`config.mk`:
```
export PLATFORM = sky130hd
export DESIGN_NAME = edge_detector_mc
export DESIGN_NICKNAME = d
export VERILOG_FILES = /design/src/rtl/edge_detector_pkg.sv /design/src/rtl/edge_channel.sv /design/src/rtl/edge_detector_mc.sv
export SDC_FILE = /design/constraint.sdc
export NUM_CORES = 1
export LEC_CHECK = 0
export CAP_MARGIN = 0
export CORE_AREA = 2 2 54 56
export DETAILED_ROUTE_END_ITERATION = 7
export DIE_AREA = 0 0 56 58
export GPL_TIMING_DRIVEN = 0
export PLACE_DENSITY = 0.77
export REMOVE_ABC_BUFFERS = 1
export SETUP_SLACK_MARGIN = 0.15
export SLEW_MARGIN = 15
export SYNTH_ARGS = -nofsm -noshare
export SYNTH_HDL_FRONTEND = slang
export SYNTH_SLANG_ARGS = --single-unit
```
`constraint.sdc`:
```
create_clock -name i_clk -period 0.97 [get_ports i_clk]
set_input_delay 0.194 -clock i_clk [delete_from_list [all_inputs] [get_ports i_clk]]
set_output_delay 0.194 -clock i_clk [all_outputs]
set_load 0.01 [all_outputs]
```
`src/rtl/edge_detector_pkg.sv`:
```
// Shared constants for the multi-channel edge detector: per-channel mode
// encoding and its field width within the packed i_mode bus.
package edge_detector_pkg;

  localparam int MODE_W = 2;

  localparam logic [MODE_W-1:0] MODE_OFF  = 2'b00;
  localparam logic [MODE_W-1:0] MODE_RISE = 2'b01;
  localparam logic [MODE_W-1:0] MODE_FALL = 2'b10;
  localparam logic [MODE_W-1:0] MODE_BOTH = 2'b11;

endpackage

```
`src/rtl/edge_channel.sv`:
```
// One channel: synchroniser chain, optional persistence filter, registered
// edge pulses and sticky pending/overrun flags.
module edge_channel
  import edge_detector_pkg::*;
#(
  parameter int SYNC_STAGES   = 2,
  parameter int FILTER_CYCLES = 0,
  parameter int CNT_W         = 4
) (
  input  logic              i_clk,
  input  logic              i_rst_n,
  input  logic              i_sig,
  input  logic [MODE_W-1:0] i_mode,
  input  logic              i_clear,
  output logic              o_level,
  output logic              o_rise,
  output logic              o_fall,
  output logic              o_pending,
  output logic              o_overrun
);

  localparam logic [CNT_W:0] LP_FILTER = (CNT_W + 1)'(FILTER_CYCLES);

  logic [SYNC_STAGES-1:0] r_sync;
  logic                   w_synced;
  logic                   w_level;
  logic                   r_level_d;
  logic                   r_rise;
  logic                   r_fall;
  logic                   r_pending;
  logic                   r_overrun;
  logic                   w_rise_en;
  logic                   w_fall_en;
  logic                   w_evt;

  always_ff @(posedge i_clk) begin
    if (!i_rst_n) r_sync <= '0;
    else          r_sync <= {r_sync[SYNC_STAGES-2:0], i_sig};
  end

  assign w_synced = r_sync[SYNC_STAGES-1];

  generate
    if (LP_FILTER != '0) begin : g_filter
      localparam logic [CNT_W-1:0] LP_CNT_LAST = CNT_W'(LP_FILTER - 1'b1);

      logic [CNT_W-1:0] r_cnt;
      logic             r_level;

      // Counter tracks how long the synced value has disagreed with the level.
      always_ff @(posedge i_clk) begin
        if (!i_rst_n) begin
          r_cnt   <= '0;
          r_level <= 1'b0;
        end else if (w_synced == r_level) begin
          r_cnt <= '0;
        end else if (r_cnt == LP_CNT_LAST) begin
          r_level <= w_synced;
          r_cnt   <= '0;
        end else begin
          r_cnt <= r_cnt + 1'b1;
        end
      end

      assign w_level = r_level;
    end else begin : g_bypass
      assign w_level = w_synced;
    end
  endgenerate

  assign w_rise_en = (i_mode == MODE_RISE) || (i_mode == MODE_BOTH);
  assign w_fall_en = (i_mode == MODE_FALL) || (i_mode == MODE_BOTH);

  always_ff @(posedge i_clk) begin
    if (!i_rst_n) begin
      r_level_d <= 1'b0;
      r_rise    <= 1'b0;
      r_fall    <= 1'b0;
    end else begin
      r_level_d <= w_level;
      r_rise    <= w_level & ~r_level_d & w_rise_en;
      r_fall    <= ~w_level & r_level_d & w_fall_en;
    end
  end

  assign w_evt = r_rise | r_fall;

  // An edge coinciding with a clear still sets pending so it is not lost.
  always_ff @(posedge i_clk) begin
    if (!i_rst_n) begin
      r_pending <= 1'b0;
      r_overrun <= 1'b0;
    end else if (w_evt) begin
      r_pending <= 1'b1;
      if (i_clear)        r_overrun <= 1'b0;
      else if (r_pending) r_overrun <= 1'b1;
    end else if (i_clear) begin
      r_pending <= 1'b0;
      r_overrun <= 1'b0;
    end
  end

  assign o_level   = w_level;
  assign o_rise    = r_rise;
  assign o_fall    = r_fall;
  assign o_pending = r_pending;
  assign o_overrun = r_overrun;

endmodule

```
`src/rtl/edge_detector_mc.sv`:
```
// Multi-channel edge detector: replicates edge_channel per input and
// combines the pending flags into a registered interrupt.
module edge_detector_mc
  import edge_detector_pkg::*;
#(
  parameter int CHANNELS      = 4,
  parameter int SYNC_STAGES   = 2,
  parameter int FILTER_CYCLES = 0,
  parameter int CNT_W         = 4
) (
  input  logic                         i_clk,
  input  logic                         i_rst_n,
  input  logic [CHANNELS-1:0]          i_sig,
  input  logic [MODE_W*CHANNELS-1:0]   i_mode,
  input  logic [CHANNELS-1:0]          i_clear,
  output logic [CHANNELS-1:0]          o_level,
  output logic [CHANNELS-1:0]          o_rise,
  output logic [CHANNELS-1:0]          o_fall,
  output logic [CHANNELS-1:0]          o_pending,
  output logic [CHANNELS-1:0]          o_overrun,
  output logic                         o_irq
);

  logic [CHANNELS-1:0] w_pending;
  logic                r_irq;

  generate
    for (genvar gi = 0; gi < CHANNELS; gi++) begin : g_ch
      edge_channel #(
        .SYNC_STAGES   (SYNC_STAGES),
        .FILTER_CYCLES (FILTER_CYCLES),
        .CNT_W         (CNT_W)
      ) u_ch (
        .i_clk     (i_clk),
        .i_rst_n   (i_rst_n),
        .i_sig     (i_sig[gi]),
        .i_mode    (i_mode[gi*MODE_W +: MODE_W]),
        .i_clear   (i_clear[gi]),
        .o_level   (o_level[gi]),
        .o_rise    (o_rise[gi]),
        .o_fall    (o_fall[gi]),
        .o_pending (w_pending[gi]),
        .o_overrun (o_overrun[gi])
      );
    end
  endgenerate

  always_ff @(posedge i_clk) begin
    if (!i_rst_n) r_irq <= 1'b0;
    else          r_irq <= |w_pending;
  end

  assign o_pending = w_pending;
  assign o_irq     = r_irq;

endmodule

```
After elaboration in Yosys (flattened, before gate mapping)
Index checks and enable logic that the tools add are counted.
- flip-flop bits (word level): 29
- bits in latches: 0
- memory bits (writable): 0
- bits in read-only memories: 0
- bits of input ports: 18
- output and inout port bits: 21
- word-level logic and storage cells: 106
- memories: 0
- add/sub/neg operators: 0
- $mul: 0
- divide/modulo/power cells: 0
- order comparisons: 0
- eq/ne operators: 12
- shift operators: 0
- mux-type cells: 20
- bitwise gates (word level): 28
- reductions and logical operators: 21
- operator list (cell ; count):
    1-bit two-way mux ; 20
    1-bit bitwise AND ; 16
    2-bit equality test (second input constant) ; 8
    2-bit nonzero test ; 8
    2-bit by 1-bit equality test with 1-bit output (second input constant) ; 4
    1-bit logical OR ; 8
    1-bit NOT ; 8
    2-bit AND reduction ; 4
    1-bit OR ; 4
    4-bit OR reduction ; 1

Depth between registers and ports, before layout
- word-level depth: 3
- mapped depth: 2
- gate-level depth less buffers: 2

Cells and area by module
A second synthesis with hierarchy kept.
- cells, all modules: 70
- area total of the unflattened synthesis: 917.1 um2
- modules (own cells, without submodules) (module ; times used ; cells each ; area an instance (um2) ; sequential area each (um2)):
    edge_channel ; 4 ; 17 ; 221.5 ; 140.1
    edge_detector_mc ; 1 ; 2 ; 31.3 ; 20.0

Worst setup path after synthesis
OpenSTA, ideal clock, no wires.
- path type: register to register
- from: register g_ch[0].u_ch.r_pending
- to: register r_irq (netlist: o_irq)
- library setup time: 125 ps
- arrival: 696 ps
- data required time: 845 ps
- setup slack: 149 ps
- stages on the path, launching flop included: 2
- buffers on the path: 0
- period minus slack after synthesis: 821 ps
- path through: dfxtp_1 o41a_1
- longest elaborated chain between the ends: 1
- RTL lines (item ; RTL line ; RTL):
    from (decl) ; edge_channel.sv:30 ; logic r_pending;
    from (signal assigned) ; edge_channel.sv:91 ; r_pending <= 1'b0;
    from (signal assigned) ; edge_channel.sv:94 ; r_pending <= 1'b1;
    from (signal assigned) ; edge_channel.sv:98 ; r_pending <= 1'b0;
    4-bit OR reduction ; edge_detector_mc.sv:50 ; else r_irq <= |w_pending;
    to (signal assigned) ; edge_detector_mc.sv:50 ;
    to (decl) ; edge_detector_mc.sv:25 ; logic r_irq;
No other way between the ends.
A chain may end at the register's enable or synchronous reset.

Worst setup path in the final report
- from: register g_ch[3].u_ch.r_pending
- to: output port o_pending[3]
- RTL lines (item ; RTL line ; RTL):
    from (decl) ; edge_channel.sv:30 ;
    from (signal assigned) ; edge_channel.sv:91 ;
    from (signal assigned) ; edge_channel.sv:94 ;
    from (signal assigned) ; edge_channel.sv:98 ;
    to (decl) ; edge_detector_mc.sv:19 ; output logic [CHANNELS-1:0] o_pending,
No word-level cell between the ends.

==> flow_metrics.env <==
export IMPL_path_cells="buf_6"
export IMPL_instances_no_fill=164
export IMPL_overflow=0
export IMPL_cts_sinks=29
export IMPL_clock_latency_ns=0.32
export IMPL_clk_pin_slew_ns=0.08
export IMPL_outcome="finished, violations left"
export IMPL_syn_inst=92
export IMPL_portBuffers=38
export IMPL_start_util_pct=39.8
export IMPL_die_height_um=58
export IMPL_drt_initial_drc_count=11
export IMPL_groute_usage_overall_pct=15.9
export IMPL_cp_slowest_cell="dfxtp_2"
export IMPL_io_pin_count=39
export IMPL_fin_ws_ns=-0.00957
export IMPL_ys_seq_area_share_pct=54.8
export IMPL_critPathBufInv=1
export IMPL_gp_congestion=0.668
export IMPL_slew_limit_headroom_pct=76.5
export IMPL_pwr_density_cell_nw_per_um2=1300
export IMPL_multi_input_area_sq_um=392
export IMPL_drc=0
export IMPL_crit_family="flip-flops"
export IMPL_clockBufferDepth=2
export IMPL_fin_util_pct=62.3
export IMPL_grt_max_degree=26
export IMPL_tightest_slew_ns=0.352
export IMPL_area_growth_synth_to_final_pct=56.6
export IMPL_irDropWorstVdd_mv=1.12
export IMPL_antenna_found_initial=0
export IMPL_grt_pass1_vias=860
export IMPL_antenna_cells=0
export IMPL_drt_vias_per_instance=4.74
export IMPL_die_area_sq_um=3250
export IMPL_coreArea_sq_um=2660
export IMPL_wl_per_cell_um=13.5
export IMPL_fin_crit_sh_pct=101
export IMPL_start_kind="flip-flop"
export IMPL_end_kind="output pin"
export IMPL_hold_path_class="input port to flip-flop"
export IMPL_place_inst=139
export IMPL_clock_fmax_mhz=1020
export IMPL_nets=151
export IMPL_seq_power_share_pct=57.4
export IMPL_hold_viol=0
export IMPL_final_common_cell="buf_6"
export IMPL_seqCellArea_sq_um=606
export IMPL_cts_tree="built"
export IMPL_drive_above_1_share_pct=60.2
export IMPL_via_count=777
export IMPL_finalClockSkew_ns=0.00473
export IMPL_ys_ff_latch=29
export IMPL_syn_cell_area_sq_um=1060
export IMPL_setup_viol_count_final=6
export IMPL_fill_cells=237
export IMPL_cap_violations=0
export IMPL_cp_arrival_ns=0.79
export IMPL_required_ns=0.78
export IMPL_synth_warnings=0
export IMPL_mostFrequentLayoutCells="buf_6 (30), dfxtp_2 (20), clkdlybuf4s50_1 (16)"
export IMPL_cts_made_buffers=5
export IMPL_slowest_delay_ns=0.36
export IMPL_syn_avg_cell_area_sq_um=11.5
export IMPL_synth_cell_types=12
export IMPL_p_int_mw=1.69
export IMPL_hold_buffers=0
export IMPL_violations="setup timing"
export IMPL_rows=19
export IMPL_ctsHtreeMaxLevel=2
export IMPL_clockRootBuffer="clkbuf_4"
export IMPL_tns_ns=-0.0301
export IMPL_postRouteAntennaNets=0
export IMPL_comb_power_share_pct=8.9
export IMPL_min_period_ns=0.980
export IMPL_crit_path_max_fanout=2
export IMPL_first_pass_iters=2
export IMPL_p_clk_share_pct=33.6
export IMPL_dp_hpwl_um=1350
export IMPL_finalWirelength_um=2210
export IMPL_switching_share_pct=21.4
export IMPL_grt_pass1_wl_um=3760
export IMPL_p_leak_nw=0.714
export IMPL_fin_hold_ws_ns=0.268
export IMPL_power_switching_uw=461
export IMPL_maxSlewViolCount=0
export IMPL_die_x_um=56
export IMPL_rsz0062_at_grt="yes"
export IMPL_crit_type="flip-flop to output pin"
repair_timing:
action | CTS | global route
buffers inserted | 17 | 1
gates resized for setup | 144 | 9
gates cloned | 0 | 0
pin swaps | 5 | 5
endpoints found under the setup margin | 50 | 32
metrics by stage:
| stage | instance area (sq um) | power (mW) | setup WS, ns |
|---|---|---|---|
| 2_1_floorplan | 897 | 1.30 | 0.110 |
| 3_3_place_gp | 1320 | 1.41 | -0.651 |
| 3_5_place_dp | 1320 | 1.42 | -0.668 |
| 4_1_cts | 1620 | 2.18 | -0.0263 |
| 5_1_grt | 1660 | 2.25 | -0.0449 |
| 6_report | 1660 | 2.15 | -0.00957 |
final cells by class:
type | count | share of cell area, %
Sequential cell | 29 | 36.5
Timing Repair Buffer | 56 | 34.2
Multi-Input combinational cell | 41 | 23.6
Clock buffer | 7 | 3.32
Tap cell | 31 | 2.34
metal layers:
layer	track usage, %	routed length, um	share of wire [%]	vias up
met5	0	0	0	-
li1	-	-	-	376
met2	28.4	1190	54	26
met3	5.80	168	7.6	4
met1	15.5	814	37	371
met4	10.2	43	1.9	0
power groups by stage:
stage / registers (mW) / clock network, mW / logic (mW)
global placement: 1.26 / 0 / 0.154
global route: 1.24 / 0.802 / 0.207
floorplan: 1.27 / 0 / 0.0320
finish: 1.24 / 0.725 / 0.192
CTS: 1.24 / 0.753 / 0.189
detailed placement: 1.26 / 0 / 0.158
state kept, by name (all words and copies together), names as in the netlist:
| name | flops |
|---|---|
| g_ch.u_ch.r_sync | 8 |
| g_ch.u_ch.o_fall | 4 |
| g_ch.u_ch.o_overrun | 4 |
| g_ch.u_ch.o_pending | 4 |
| g_ch.u_ch.o_rise | 4 |
| g_ch.u_ch.r_level_d | 4 |
| o_irq | 1 |
final timing paths:
| kind | from | end | slack (ns) | depth (start not counted) |
|---|---|---|---|---|
| min reg2reg | g_ch[0].u_ch.r_sync[0]$_SDFF_PN0_ | g_ch[0].u_ch.r_sync[1]$_SDFF_PN0_ | 0.44 | 1 |
| min | i_rst_n | g_ch[2].u_ch.o_pending$_SDFFE_PN0P_ | 0.27 | 2 |
| max | g_ch[3].u_ch.o_pending$_SDFFE_PN0P_ | o_pending[3] | -0.01 | 1 |
| max reg2reg | g_ch[3].u_ch.o_pending$_SDFFE_PN0P_ | o_irq$_SDFF_PN0_ | 0.01 | 2 |
synth_stat cells:
library cell	number	area share, %
buf_2	1	0.47
buf_4	21	15
and2_1	12	7.1
nor2_1	4	1.4
o31a_1	4	3.3
nor2b_1	4	2.4
and4b_1	4	3.8
dfxtp_1	29	55
and3b_1	4	3.3
nor4b_2	4	5.7
nor3_1	4	1.9
o41a_1	1	1.1
cells by family (layout without fill, tap and decap cells):
logic type,Yosys count,count (layout),synth area share (%)
compound gates,5,5,4.37
buf+inv,22,63,15.3
flops,29,29,54.8
simple gates,36,36,25.5
Power figures use the tool's default switching activity.
